[config.mk]
export PLATFORM = sky130hd
export DESIGN_NAME = hand_dealer_flat
export DESIGN_NICKNAME = d
export VERILOG_FILES = /design/src/rtl/hand_dealer_if.sv /design/src/rtl/hand_dealer.sv /design/src/flat_wrapper.sv
export SDC_FILE = /design/constraint.sdc
export NUM_CORES = 1
export LEC_CHECK = 0
export ABC_CLOCK_PERIOD_IN_PS = 12750
export BUFFER_PORTS_ARGS = -buffer_cell sky130_fd_sc_hd__buf_2
export CAP_MARGIN = 20
export CORE_UTILIZATION = 45
export CTS_CLUSTER_DIAMETER = 80
export DETAILED_ROUTE_END_ITERATION = 16
export SYNTH_ARGS = -nofsm -noshare
export SYNTH_HDL_FRONTEND = slang
export SYNTH_SLANG_ARGS = --single-unit
[constraint.sdc]
create_clock -name clk -period 12.75 [get_ports clk]
set_clock_uncertainty 0.05 [all_clocks]
set_input_delay 1.9125 -clock clk [delete_from_list [all_inputs] [get_ports clk]]
set_output_delay 1.9125 -clock clk [all_outputs]
set_load 0.01 [all_outputs]
[src/rtl/hand_dealer_if.sv]
// Control and hand-state bundle of the blackjack hand dealer.
// The master drives the requests; the slave (the dealer) drives the hand state.
interface hand_dealer_if #(
    parameter int MAX_CARDS = 9
);
    logic       new_round;
    logic       deal_req;
    logic       inj_valid;
    logic [5:0] inj_code;
    logic [5:0] card_code [0:MAX_CARDS-1];
    logic [3:0] card_cnt;
    logic [6:0] hand_value;
    logic       bust;
    logic       busy;
    logic       deal_done;

    modport master (
        output new_round, deal_req, inj_valid, inj_code,
        input  card_code, card_cnt, hand_value, bust, busy, deal_done
    );

    modport slave (
        input  new_round, deal_req, inj_valid, inj_code,
        output card_code, card_cnt, hand_value, bust, busy, deal_done
    );
endinterface

[src/rtl/hand_dealer.sv]
// Blackjack hand dealer: draws unique cards from an LFSR (or an injected code)
// into up to MAX_CARDS slots and keeps a registered best score and bust flag.
//
// state | meaning
// IDLE  | waiting for deal_req
// DRAW  | latch candidate card (injected code or LFSR draw)
// CHECK | reject out-of-range or duplicate candidate
// STORE | write candidate into the next free slot
// SCORE | register hand value and bust, pulse deal_done
module hand_dealer #(
    parameter logic [15:0] LFSR_SEED = 16'hACE1,
    parameter int          MAX_CARDS = 9
) (
    input  logic         clk,
    input  logic         rst,
    hand_dealer_if.slave bus
);
    typedef enum logic [2:0] {
        IDLE  = 3'd0,
        DRAW  = 3'd1,
        CHECK = 3'd2,
        STORE = 3'd3,
        SCORE = 3'd4
    } state_t;

    localparam logic [3:0] CNT_FULL = 4'(MAX_CARDS);

    state_t      state;
    state_t      state_nxt;
    logic [15:0] lfsr;
    logic [5:0]  slots [0:MAX_CARDS-1];
    logic [5:0]  cand;
    logic        cand_inj;
    logic        cand_dup;
    logic        cand_bad;
    logic [3:0]  card_cnt;
    logic [6:0]  hand_value;
    logic [6:0]  sum;
    logic [6:0]  score_nxt;
    logic        has_ace;
    logic        bust;
    logic        deal_done;
    logic        busy;
    logic        draw_en;
    logic        store_en;
    logic        score_en;

    function automatic logic [6:0] card_points(input logic [5:0] code);
        logic [5:0] r;
        r = (code - 6'd1) % 6'd13;
        if (r == 6'd0)
            card_points = 7'd1;
        else if (r < 6'd10)
            card_points = 7'(r) + 7'd1;
        else
            card_points = 7'd10;
    endfunction

    // Free-running maximal-length sequence; a non-zero seed keeps it non-zero.
    always_ff @(posedge clk or negedge rst) begin
        if (!rst)
            lfsr <= LFSR_SEED;
        else
            lfsr <= {lfsr[14:0], lfsr[15] ^ lfsr[13] ^ lfsr[12] ^ lfsr[10]};
    end

    always_ff @(posedge clk or negedge rst) begin
        if (!rst)
            state <= IDLE;
        else
            state <= state_nxt;
    end

    // Empty slots hold 0, which a valid candidate can never equal.
    always_comb begin
        cand_dup = 1'b0;
        for (int i = 0; i < MAX_CARDS; i++) begin
            if (slots[i] == cand)
                cand_dup = 1'b1;
        end
        cand_bad = (cand == 6'd0) || (cand > 6'd52) || cand_dup;
    end

    always_comb begin
        state_nxt = state;
        if (bus.new_round) begin
            state_nxt = IDLE;
        end else begin
            case (state)
                IDLE:    if (bus.deal_req && (card_cnt < CNT_FULL)) state_nxt = DRAW;
                DRAW:    state_nxt = CHECK;
                CHECK: begin
                    if (!cand_bad)
                        state_nxt = STORE;
                    else if (cand_inj)
                        state_nxt = IDLE;
                    else
                        state_nxt = DRAW;
                end
                STORE:   state_nxt = SCORE;
                SCORE:   state_nxt = IDLE;
                default: state_nxt = IDLE;
            endcase
        end
    end

    always_comb begin
        busy     = (state != IDLE);
        draw_en  = (state == DRAW);
        store_en = (state == STORE);
        score_en = (state == SCORE);
    end

    always_comb begin
        sum     = 7'd0;
        has_ace = 1'b0;
        for (int i = 0; i < MAX_CARDS; i++) begin
            if (slots[i] != 6'd0) begin
                sum = sum + card_points(slots[i]);
                if (card_points(slots[i]) == 7'd1)
                    has_ace = 1'b1;
            end
        end
        score_nxt = (has_ace && ((sum + 7'd10) <= 7'd21)) ? (sum + 7'd10) : sum;
    end

    // new_round outranks every datapath update, including a pending deal_done.
    always_ff @(posedge clk or negedge rst) begin
        if (!rst) begin
            for (int i = 0; i < MAX_CARDS; i++)
                slots[i] <= 6'd0;
            cand       <= 6'd0;
            cand_inj   <= 1'b0;
            card_cnt   <= 4'd0;
            hand_value <= 7'd0;
            bust       <= 1'b0;
            deal_done  <= 1'b0;
        end else if (bus.new_round) begin
            for (int i = 0; i < MAX_CARDS; i++)
                slots[i] <= 6'd0;
            card_cnt   <= 4'd0;
            hand_value <= 7'd0;
            bust       <= 1'b0;
            deal_done  <= 1'b0;
        end else begin
            deal_done <= score_en;
            if (draw_en) begin
                cand     <= bus.inj_valid ? bus.inj_code : (lfsr[5:0] + 6'd1);
                cand_inj <= bus.inj_valid;
            end
            if (store_en) begin
                for (int i = 0; i < MAX_CARDS; i++) begin
                    if (4'(i) == card_cnt)
                        slots[i] <= cand;
                end
                card_cnt <= card_cnt + 4'd1;
            end
            if (score_en) begin
                hand_value <= score_nxt;
                bust       <= (score_nxt > 7'd21);
            end
        end
    end

    assign bus.card_code  = slots;
    assign bus.card_cnt   = card_cnt;
    assign bus.hand_value = hand_value;
    assign bus.bust       = bust;
    assign bus.busy       = busy;
    assign bus.deal_done  = deal_done;
endmodule

[src/flat_wrapper.sv]
// flat-port wrapper written by rule: the top's interface ports become plain ports
module hand_dealer_flat 
#(
    parameter logic [15:0] LFSR_SEED = 16'hACE1,
    parameter int          MAX_CARDS = 9
)
  (clk, rst, bus_new_round, bus_deal_req, bus_inj_valid, bus_inj_code, bus_card_code, bus_card_cnt, bus_hand_value, bus_bust, bus_busy, bus_deal_done);
  hand_dealer_if #(.MAX_CARDS(MAX_CARDS)) bus_i ();
  input  logic clk;
  input  logic rst;
  input wire logic [$bits(bus_i.new_round)-1:0] bus_new_round;
  input wire logic [$bits(bus_i.deal_req)-1:0] bus_deal_req;
  input wire logic [$bits(bus_i.inj_valid)-1:0] bus_inj_valid;
  input wire logic [$bits(bus_i.inj_code)-1:0] bus_inj_code;
  output wire logic [$bits(bus_i.card_code)-1:0] bus_card_code;
  output wire logic [$bits(bus_i.card_cnt)-1:0] bus_card_cnt;
  output wire logic [$bits(bus_i.hand_value)-1:0] bus_hand_value;
  output wire logic [$bits(bus_i.bust)-1:0] bus_bust;
  output wire logic [$bits(bus_i.busy)-1:0] bus_busy;
  output wire logic [$bits(bus_i.deal_done)-1:0] bus_deal_done;
  assign bus_i.new_round = bus_new_round;
  assign bus_i.deal_req = bus_deal_req;
  assign bus_i.inj_valid = bus_inj_valid;
  assign bus_i.inj_code = bus_inj_code;
  assign bus_card_code = {>>{bus_i.card_code}};
  assign bus_card_cnt = bus_i.card_cnt;
  assign bus_hand_value = bus_i.hand_value;
  assign bus_bust = bus_i.bust;
  assign bus_busy = bus_i.busy;
  assign bus_deal_done = bus_i.deal_done;
  hand_dealer #(.LFSR_SEED(LFSR_SEED), .MAX_CARDS(MAX_CARDS)) u_core (.clk(clk), .rst(rst), .bus(bus_i));
endmodule
**After elaboration in Yosys (flattened, before gate mapping)**

Index checks and enable logic that the tools add are counted.

- Input bits: 11
- Logic and storage cells: 238
- Register bits: 93
- Output and inout bits: 68

- Bitwise logic cells: 4
- $add $sub $neg: 29
- Muxes and demuxes: 88
- Div/mod/pow operators: 9
- Reductions and logical operators: 47
- $lt $le $gt $ge: 13
- Eq/ne operators: 31

Operators by type and width:

| cell | count |
|---|---|
| 7-bit two-way mux | 39 |
| 54-bit two-way mux | 2 |
| 6-bit by 1-bit adder with 7-bit output, second input constant | 9 |
| 7-bit by 1-bit == test with 1-bit output, second input constant | 9 |
| 6-bit logical NOT | 10 |
| 6-bit two-way mux | 10 |
| 7-bit adder | 8 |
| 6-bit == test | 9 |
| 6-bit by 4-bit < comparator with 1-bit output, second input constant | 9 |
| 6-bit by 4-bit modulo with 6-bit output, second input constant | 9 |
| 6-bit nonzero test | 9 |
| 6-bit by 1-bit subtractor with 6-bit output, second input constant | 9 |
| 1-bit two-way mux | 31 |
| 2-bit nonzero test | 11 |
| 2-bit AND reduction | 10 |
| 3-bit by 4-bit == test with 1-bit output, first input constant | 4 |
| 3-bit case mux with 4 select lines | 1 |
| 3-bit two-way mux | 3 |
| 2-bit by 4-bit == test with 1-bit output, first input constant | 2 |
| 4-bit two-way mux | 2 |
| 7-bit by 4-bit adder with 7-bit output, second input constant | 1 |
| 7-bit by 5-bit greater-than comparator with 1-bit output, second input constant | 1 |
| 7-bit by 5-bit less-or-equal comparator with 1-bit output, second input constant | 1 |
| 6-bit by 1-bit adder with 6-bit output, second input constant | 1 |
| other kinds (16) | 21 |

**Logic depth before layout (Yosys ltp)**

Gate-level depths: netlist of the first run.

- Depth after elaboration: 30
- Gate-level depth with buffers: 73
- Depth with buffers taken out: 71

**Worst setup path after synthesis of the first run**

Ideal clock, no wire load.

- Path type: flip-flop to flip-flop
- Start: register u_core.slots, in the netlist u_core.bus.card_code[42]
- End: register u_core.hand_value[2] (netlist: u_core.bus.hand_value[2])
- Setup time: 0.070 ns
- Required time: 12.630 ns
- Clock period less this slack: 13.240 ns
- Arrival: 13.121 ns
- Path slack: -0.490 ns
- Stages on the path, launching flop included: 66
- Buffers on the path: 3
- Cells stage by stage: dfrtp_1 -> clkbuf_1 -> inv_1 -> ha_1 -> xor2_1 -> inv_1 -> ha_1 -> a21bo_2 -> o2111ai_2 -> a21o_4 -> a21oi_1 -> ha_1 -> nand2b_1 -> a211oi_1 -> o22ai_1 -> a211oi_2 -> buf_2 -> nand2b_1 -> [... 30 more ...] -> ha_1 -> inv_1 -> nor2_1 -> nor2_1 -> xnor2_1 -> mux2_2 -> ha_1 -> nor2b_1 -> o21a_1 -> o21ai_0 -> xnor2_1 -> xnor2_1 -> xnor2_1 -> nand2b_1 -> or3_1 -> buf_6 -> a2111o_1 -> nand3_1

- Cells in the longest elaborated chain, start to end: 28

RTL lines:

| what | line | source |
|---|---|---|
| from (decl) | hand_dealer.sv:31 | `logic [5:0] slots [0:MAX_CARDS-1];` |
| from (signal, indexed assignment) | hand_dealer.sv:154 | `slots[i] <= cand;` |
| 6-bit by 1-bit subtractor with 6-bit output | hand_dealer.sv:50 | `r = (code - 6'd1) % 6'd13;` |
| 6-bit by 4-bit modulo with 6-bit output | hand_dealer.sv:50 |  |
| 6-bit by 1-bit adder with 7-bit output or 6-bit by 4-bit < comparator with 1-bit output (tied branches) | hand_dealer.sv:54, hand_dealer.sv:53 |  |
| 7-bit two-way mux | hand_dealer.sv:53 | `else if (r < 6'd10)` |
| 7-bit two-way mux | hand_dealer.sv:51 | `if (r == 6'd0)` |
| 7-bit two-way mux | hand_dealer.sv:118 | `if (slots[i] != 6'd0) begin` |
| 7-bit adder | hand_dealer.sv:119 | `sum = sum + card_points(slots[i]);` |
| 7-bit two-way mux | hand_dealer.sv:118 |  |
| [... 12 more ...] | -- |  |
| 7-bit adder | hand_dealer.sv:119 |  |
| 7-bit two-way mux | hand_dealer.sv:118 |  |
| 7-bit by 4-bit adder with 7-bit output | hand_dealer.sv:124 | `score_nxt = (has_ace && ((sum + 7'd10) <= 7'd21)) ? (sum + 7'd10) : sum;` |
| 7-bit by 5-bit less-or-equal comparator with 1-bit output | hand_dealer.sv:124 |  |
| 1-bit logical AND | hand_dealer.sv:124 |  |
| 7-bit two-way mux * | hand_dealer.sv:124 |  |
| 7-bit two-way mux * | hand_dealer.sv:158 | `if (score_en) begin` |
| 7-bit two-way mux * | hand_dealer.sv:138 | `end else if (bus.new_round) begin` |
| to (signal assigned) | hand_dealer.sv:159 | `hand_value <= score_nxt;` |
| to (decl) | hand_dealer.sv:37 | `logic [6:0] hand_value;` |

Every way passes the cells marked *; elsewhere a longest branch is shown, timed or not. The select of a mux whose other input is x is not followed.
A chain may end at the register's enable or synchronous reset.

**Worst setup path in the final report of the first run**

- Start: register u_core.slots, in the netlist u_core.bus.card_code[49]
- End: register u_core.hand_value[5] (netlist: u_core.bus.hand_value[5])

- Cells in the longest elaborated chain, start to end: 29

RTL lines:

| what | line |
|---|---|
| 6-bit by 1-bit subtractor with 6-bit output | hand_dealer.sv:50 |
| 6-bit by 4-bit modulo with 6-bit output | hand_dealer.sv:50 |
| 6-bit by 1-bit adder with 7-bit output or 6-bit by 4-bit < comparator with 1-bit output (tied branches) | hand_dealer.sv:54, hand_dealer.sv:53 |
| 7-bit two-way mux | hand_dealer.sv:53 |
| 7-bit two-way mux | hand_dealer.sv:51 |
| 7-bit two-way mux | hand_dealer.sv:118 |
| 7-bit two-way mux or 7-bit by 1-bit == test with 1-bit output (tied branches) | hand_dealer.sv:118, hand_dealer.sv:120 |
| 7-bit adder or 1-bit two-way mux (tied branches) | hand_dealer.sv:119, hand_dealer.sv:120 |
| [... 13 more ...] | -- |
| 7-bit adder or 1-bit two-way mux (tied branches) | hand_dealer.sv:119, hand_dealer.sv:120 |
| 7-bit two-way mux or 1-bit two-way mux (tied branches) | hand_dealer.sv:118 |
| 7-bit by 4-bit adder with 7-bit output or 1-bit two-way mux (tied branches) | hand_dealer.sv:124, hand_dealer.sv:120 |
| 7-bit by 5-bit less-or-equal comparator with 1-bit output or 1-bit two-way mux (tied branches) | hand_dealer.sv:124, hand_dealer.sv:118 |
| 1-bit logical AND | hand_dealer.sv:124 |
| 7-bit two-way mux * | hand_dealer.sv:124 |
| 7-bit two-way mux * | hand_dealer.sv:158 |
| 7-bit two-way mux * | hand_dealer.sv:138 |

Marked as above.

==> flow_summary.yaml, run 1 <==
run_status:
  outcome: "finished clean"
route:
  viasPerCell: 6.01
  routed_wirelength_mm: 46.8
  drt_iter0_drc: 795
  remaining_drc_errors: 0
  drt-pass1-iter-count: 5
  via_count: 16189
  wl_per_cell_um: 17.4
  ant_nets: 0
global_route:
  grt_pass1_wl_mm: 76.1
  grt_max_degree: 67
  grt-ovfl-total: 0
  antenna_found_initial: 1
  grt_use_total: 0.255
  grt_pass1_vias: 15270
min_path:
  min-delay-start: "u_core.lfsr[14]"
  hp-class: "flip-flop to flip-flop"
  whs_path_depth: 0
  min_to: "u_core.lfsr[15]"
yosys:
  yosysTopAreaCell: "dfrtp_1"
  synthArstFlopShare: 1.00
  ys.flop_type: "dfrtp_1"
  netlist_area_um2: 15900
  synth_warnings: 0
  synth.distinct_cells: 112
  ys_seq_elements: 93
  ys_top_cells_by_count: "nand2_1 (184), ha_1 (157), a21oi_1 (147)"
  synth-edff-count: 0
  postSynthCellCount: 2102
  seq_area_frac_synth: 0.147
  yosysMostFrequentCell: "nand2_1"
  syn_avg_cell_area_um2: 7.57
  ys_top_cells_by_area: "dfrtp_1 (13%), ha_1 (12%), xnor2_1 (5.5%)"
  yosys.area.top_type_share: 0.134
timing:
  setup_viol: 0
  max_freq_mhz: 82.4
  fin_hold_ws_ps: 309
  final.period_utilization: 0.952
  layout_min_cycle_time_ps: 12140
  timing.slew.headroom: 0.271
  tightest_slew_ps: 1090
  hold_viol: 0
  drv_slew: 0
  setup_ws_ps: 613
pwr:
  ir_drop_uv: 71.5
  power_density_nw_per_um2: 48.2
  pwr-share-comb: 0.294
  swShare: 0.362
  p_int_mw: 0.568
  power_frac_seq: 0.358
  clock_power_share: 0.349
  p_leak_nw: 8.58
  p_switching_mw: 0.322
cts:
  clk_latency_ps: 380
  hold_buffers: 0
  htree_levels: 3
  clockRootBuffer: "clkbuf_16"
  cts.sinks: 93
  numCtsBuffers: 9
  clk_path_buf_depth: 2
  cts_tree: "yes"
  clkSlewWorstSetupHoldPaths_ps: 80
critical_path:
  crit_fanout: 6
  cp-start-kind: "flip-flop"
  ff2ff_path_depth: 57
  path_class: "flip-flop to flip-flop"
  critPathMaxStageDelay_ps: 550
  cp_data_required_time_ps: 12960
  r2r_start: "u_core.bus.card_code[49]"
  r2r_slack_ps: 610
  cpMaxStageDelayCell: "fa_2"
  endpoint_kind: "flip-flop"
  critPathArrivalTime_ps: 12350
  r2r-end: "u_core.bus.hand_value[5]"
  cp-startpoint: "u_core.bus.card_code[49]"
cells_and_area:
  diodes: 0
  layout.nets: 2409
  drive_gt1_frac: 0.200
  area_growth_pct: 16.2
  design_area_um2: 18500
run:
  timing.max_cap.violations: 0
placement:
  portBuffers: 78
  place_congestion: 0.943
  placed_cell_area_um2: 17300
  pre_cts_slack_ps: -249
  hpwl_mm: 35.6
floorplan:
  die_area_um2: 36100
  num_rows: 68
  start_util: 0.459
  die_y_um: 190
  dieWidth_um: 190
  pin_count: 79
  coreArea_um2: 34600
==> power by group through the flow <==
stage | Sequential (mW) | Combinational [mW] | Clock (mW)
global placement | 0.323 | 0.239 | 0
detailed placement | 0.324 | 0.242 | 0
global route | 0.320 | 0.286 | 0.329
finish | 0.318 | 0.261 | 0.310
floorplan | 0.314 | 0.171 | 0
CTS | 0.318 | 0.245 | 0.318
==> kinds of logic (layout without fill, tap and decap cells) <==
family | Yosys count | after routing | share of synthesized area
AOI/OAI and AO/OA | 637 | 637 | 0.285
xor gates and xnor gates | 167 | 167 | 0.0941
adders and majority gates | 165 | 165 | 0.134
buffers and inverters | 262 | 381 | 0.0651
DFF | 93 | 93 | 0.147
muxes | 69 | 69 | 0.0457
other | 1 | 18 | 0.000236
and+or+nand+nor | 708 | 708 | 0.229
==> state kept, by name (all words and copies together), names as in the netlist <==
name                   count
u_core.bus.bust            1
u_core.state               3
u_core.bus.card_code      54
u_core.cand                6
u_core.cand_inj            1
u_core.bus.hand_value      7
u_core.bus.card_cnt        4
u_core.bus.deal_done       1
u_core.lfsr               16
==> metal layers <==
metal,up-vias,share of wire,GRT usage
met1,7859,0.45,0.322
met3,54,0.033,0.0262
met2,318,0.49,0.456
li1,7956,-,-
met5,-,0.00028,0
met4,2,0.022,0.0698
==> worst max-delay path by stage <==
stage | end | slack, ps | cells after the start
detailed placement | u_core.bus.hand_value[5] | -250 | 63
finish | u_core.bus.hand_value[5] | 610 | 57
CTS | u_core.bus.hand_value[5] | 3 | 66
global route | u_core.bus.hand_value[1] | -110 | 64
floorplan | u_core.bus.hand_value[2] | 20 | 62
global placement | u_core.bus.hand_value[2] | 100 | 62
==> critical path: cells and delay by family (launching register included) <==
kind,cells,cell delay [ps]
AO/OA/AOI/OAI,22,3650
XOR/XNOR,3,530
adder cells (fa/ha/maj),11,4240
buffers and inverters,8,760
flip-flops,1,430
multiplexers,1,210
AND/OR/NAND/NOR,12,2130
==> layout make-up <==
type,instances,area [um^2]
Fill cell,3320,16200
Multi-Input combinational cell,1764,13200
Sequential cell,93,2340
Timing Repair Buffer,217,1460
Tap cell,455,569
Inverter,148,556
Clock buffer,9,225
Clock inverter,7,103
==> repair_timing <==
| item | in CTS | in global routing |
|---|---|---|
| gates resized for setup | 17 | 125 |
| setup endpoints to repair | 7 | 7 |
| buffers inserted | 1 | 27 |
| pin swaps | 4 | 57 |
==> cell usage in the layout (no fill, tap or decap), types with 33 or more instances in the layout <==
| master | instances |
|---|---|
| a21oi_1 | 131 |
| nand3_1 | 85 |
| inv_1 | 140 |
| ha_1 | 139 |
| nand2_1 | 181 |
| a21o_1 | 33 |
| o21ai_0 | 81 |
| nor2_1 | 127 |
| xor2_1 | 62 |
| buf_2 | 77 |
| nor3_1 | 48 |
| buf_4 | 134 |
| mux2i_1 | 49 |
| xnor2_1 | 90 |
| dfrtp_1 | 80 |
==> through the flow <==
stage | util | instances | TNS, ps | total power, mW
floorplan | - | 2119 | 0 | 0.485
global placement | 0.500 | 2648 | 0 | 0.562
global route | 0.533 | 2693 | -480 | 0.934
finish | 0.533 | 2693 | 0 | 0.890
detailed placement | 0.500 | 2648 | -1430 | 0.566
CTS | 0.512 | 2665 | 0 | 0.881
No activity file was read; power rests on OpenSTA's default activity.
==> run 2, diff against run 1 <==
--- a/config.mk
+++ b/config.mk
@@ -5,7 +5,7 @@
 export SDC_FILE = /design/constraint.sdc
 export NUM_CORES = 1
 export LEC_CHECK = 0
-export ABC_CLOCK_PERIOD_IN_PS = 12750
+export ABC_CLOCK_PERIOD_IN_PS = 13400
 export BUFFER_PORTS_ARGS = -buffer_cell sky130_fd_sc_hd__buf_2
 export CAP_MARGIN = 20
 export CORE_UTILIZATION = 45
==> constraint.sdc (replaced) <==
create_clock -name clk -period 13.4 [get_ports clk]
set_clock_uncertainty 0.05 [all_clocks]
set_input_delay 2.01 -clock clk [delete_from_list [all_inputs] [get_ports clk]]
set_output_delay 2.01 -clock clk [all_outputs]
set_load 0.01 [all_outputs]
==> flow_summary.yaml, run 2 (synthesized netlist as in run 1, its figures left out) <==
min_path:
  hp-class: "flip-flop to flip-flop"
  whs_path_depth: 0
  min_to: "u_core.lfsr[15]"
  min-delay-start: "u_core.lfsr[14]"
pwr:
  power_density_nw_per_um2: 46.5
  p_switching_mw: 0.311
  ir_drop_uv: 60.5
  clock_power_share: 0.342
  pwr-share-comb: 0.286
  power_frac_seq: 0.372
  p_int_mw: 0.513
  swShare: 0.378
  p_leak_nw: 8.26
  power_mw: 0.825
floorplan:
  num_rows: 68
  die_area_um2: 36100
  die_y_um: 190
  start_util: 0.459
  coreArea_um2: 34600
  dieWidth_um: 190
  pin_count: 79
cells_and_area:
  diodes: 0
  area_growth_pct: 11.4
  layout.nets: 2352
  instances_no_fill: 2636
  final_common_cell: "nand2_1"
  fin_util: 0.512
  design_area_um2: 17700
  largest_reg_flops: 54
  drive_gt1_frac: 0.157
  mostFrequentLayoutCells: "nand2_1 (184), ha_1 (148), inv_1 (144)"
timing:
  max_freq_mhz: 77.9
  layout_min_cycle_time_ps: 12840
  tightest_slew_ps: 1070
  drv_slew: 0
  setup_viol: 0
  setup_ws_ps: 561
  final.period_utilization: 0.958
  hold_viol: 0
  timing.slew.headroom: 0.286
critical_path:
  crit_top_cell: "inv_1"
  cp-start-kind: "flip-flop"
  r2r_slack_ps: 560
  r2r-end: "u_core.bus.hand_value[2]"
  ff2ff_path_depth: 59
  endpoint_kind: "flip-flop"
  critPathMaxStageDelay_ps: 610
  critPathArrivalTime_ps: 13110
  cpMaxStageDelayCell: "fa_2"
  cp_data_required_time_ps: 13680
  path_class: "flip-flop to flip-flop"
  critPathTopFamily: "compound AO/OA/AOI/OAI gates"
  r2r_start: "u_core.bus.card_code[49]"
  crit_fanout: 10
  worst-path-buf-inv: 7
global_route:
  grt_pass1_wl_mm: 74.9
  grt_pass1_vias: 14937
  grt_max_degree: 74
  antenna_found_initial: 0
  grt_use_total: 0.251
  grt-ovfl-total: 0
cts:
  hold_buffers: 0
  htree_levels: 3
  clk_path_buf_depth: 2
  cts_tree: "yes"
  cts.sinks: 93
  clk_latency_ps: 390
  numCtsBuffers: 9
  clkSlewWorstSetupHoldPaths_ps: 100
  clockRootBuffer: "clkbuf_16"
route:
  viasPerCell: 6.01
  wl_per_cell_um: 17.4
  drt-pass1-iter-count: 7
  via_count: 15839
  ant_nets: 0
  remaining_drc_errors: 0
  drt_iter0_drc: 966
  routed_wirelength_mm: 45.8
placement:
  portBuffers: 78
  place_congestion: 0.896
  placed_cell_area_um2: 16900
  hpwl_mm: 35.0
  pre_cts_slack_ps: -344
  dpl.cell_count: 2598
run_status:
  outcome: "finished clean"
run:
  timing.max_cap.violations: 0
-- run 2: changes by cell type in the layout (fill, tap and decap cells not counted), moves of 6 or more --
| cell | before | now |
|---|---|---|
| buf_4 | 134 | 82 |
| a21oi_2 | 16 | 10 |
| ha_1 | 139 | 148 |
| o21ai_1 | 19 | 13 |
| o21ai_0 | 81 | 88 |
| a21oi_1 | 131 | 139 |
| ha_4 | 12 | 2 |
-- run 2: stage by stage --
stage / TNS (ps) / hold slack [ps]
3_3_place_gp: -313 / 285
4_1_cts: -26.8 / 292
2_1_floorplan: 0 / 281
3_5_place_dp: -1650 / 293
5_1_grt: -97.9 / 309
6_report: 0 / 284
-- run 2: timing repair --
action	in CTS	in global routing
gates resized for setup	5	79
setup endpoints to repair	7	7
buffers inserted	0	20
pin swaps	0	20
-- run 2: routing by layer --
metal  vias up  global-route usage  wire, um
met5         -                   0         0
met4         0              0.0831      1220
met3        69              0.0243      1590
met2       343               0.436     21800
met1      7578               0.323     21100
li1       7849                   -         -
-- run 2: worst register-to-register path: cells and delay by family (launching register included) --
family	cells	cell delay, ps
muxes	2	380
xor gates and xnor gates	5	860
buffers and inverters	7	630
AOI/OAI and AO/OA	21	3980
adders and majority gates	10	3950
and+or+nand+nor	14	2580
DFF	1	410
-- run 2: area by class of cell --
type                            count  area (um^2)
Inverter                          148          556
Fill cell                        3376        16900
Tap cell                          455          569
Sequential cell                    93         2340
Clock buffer                        9          225
Multi-Input combinational cell   1764        12900
Timing Repair Buffer              160         1010
Clock inverter                      7         88.8
-- run 2: power by group through the flow --
stage / logic [mW] / registers (mW) / clock network, mW
floorplan: 0.163 / 0.299 / 0
global placement: 0.222 / 0.312 / 0
detailed placement: 0.226 / 0.312 / 0
CTS: 0.227 / 0.306 / 0.287
global route: 0.258 / 0.308 / 0.297
finish: 0.236 / 0.307 / 0.282
-- run 2: worst max path at each step --
| stage | from | end | depth (start not counted) |
|---|---|---|---|
| 2_1_floorplan | u_core.bus.card_code[42] | u_core.bus.hand_value[2] | 65 |
| 3_3_place_gp | u_core.bus.card_code[37] | u_core.bus.hand_value[2] | 58 |
| 3_5_place_dp | u_core.bus.card_code[37] | u_core.bus.hand_value[1] | 62 |
| 4_1_cts | u_core.bus.card_code[43] | u_core.bus.bust | 57 |
| 5_1_grt | u_core.bus.card_code[32] | u_core.bus.hand_value[2] | 57 |
| 6_report | u_core.bus.card_code[49] | u_core.bus.hand_value[2] | 59 |
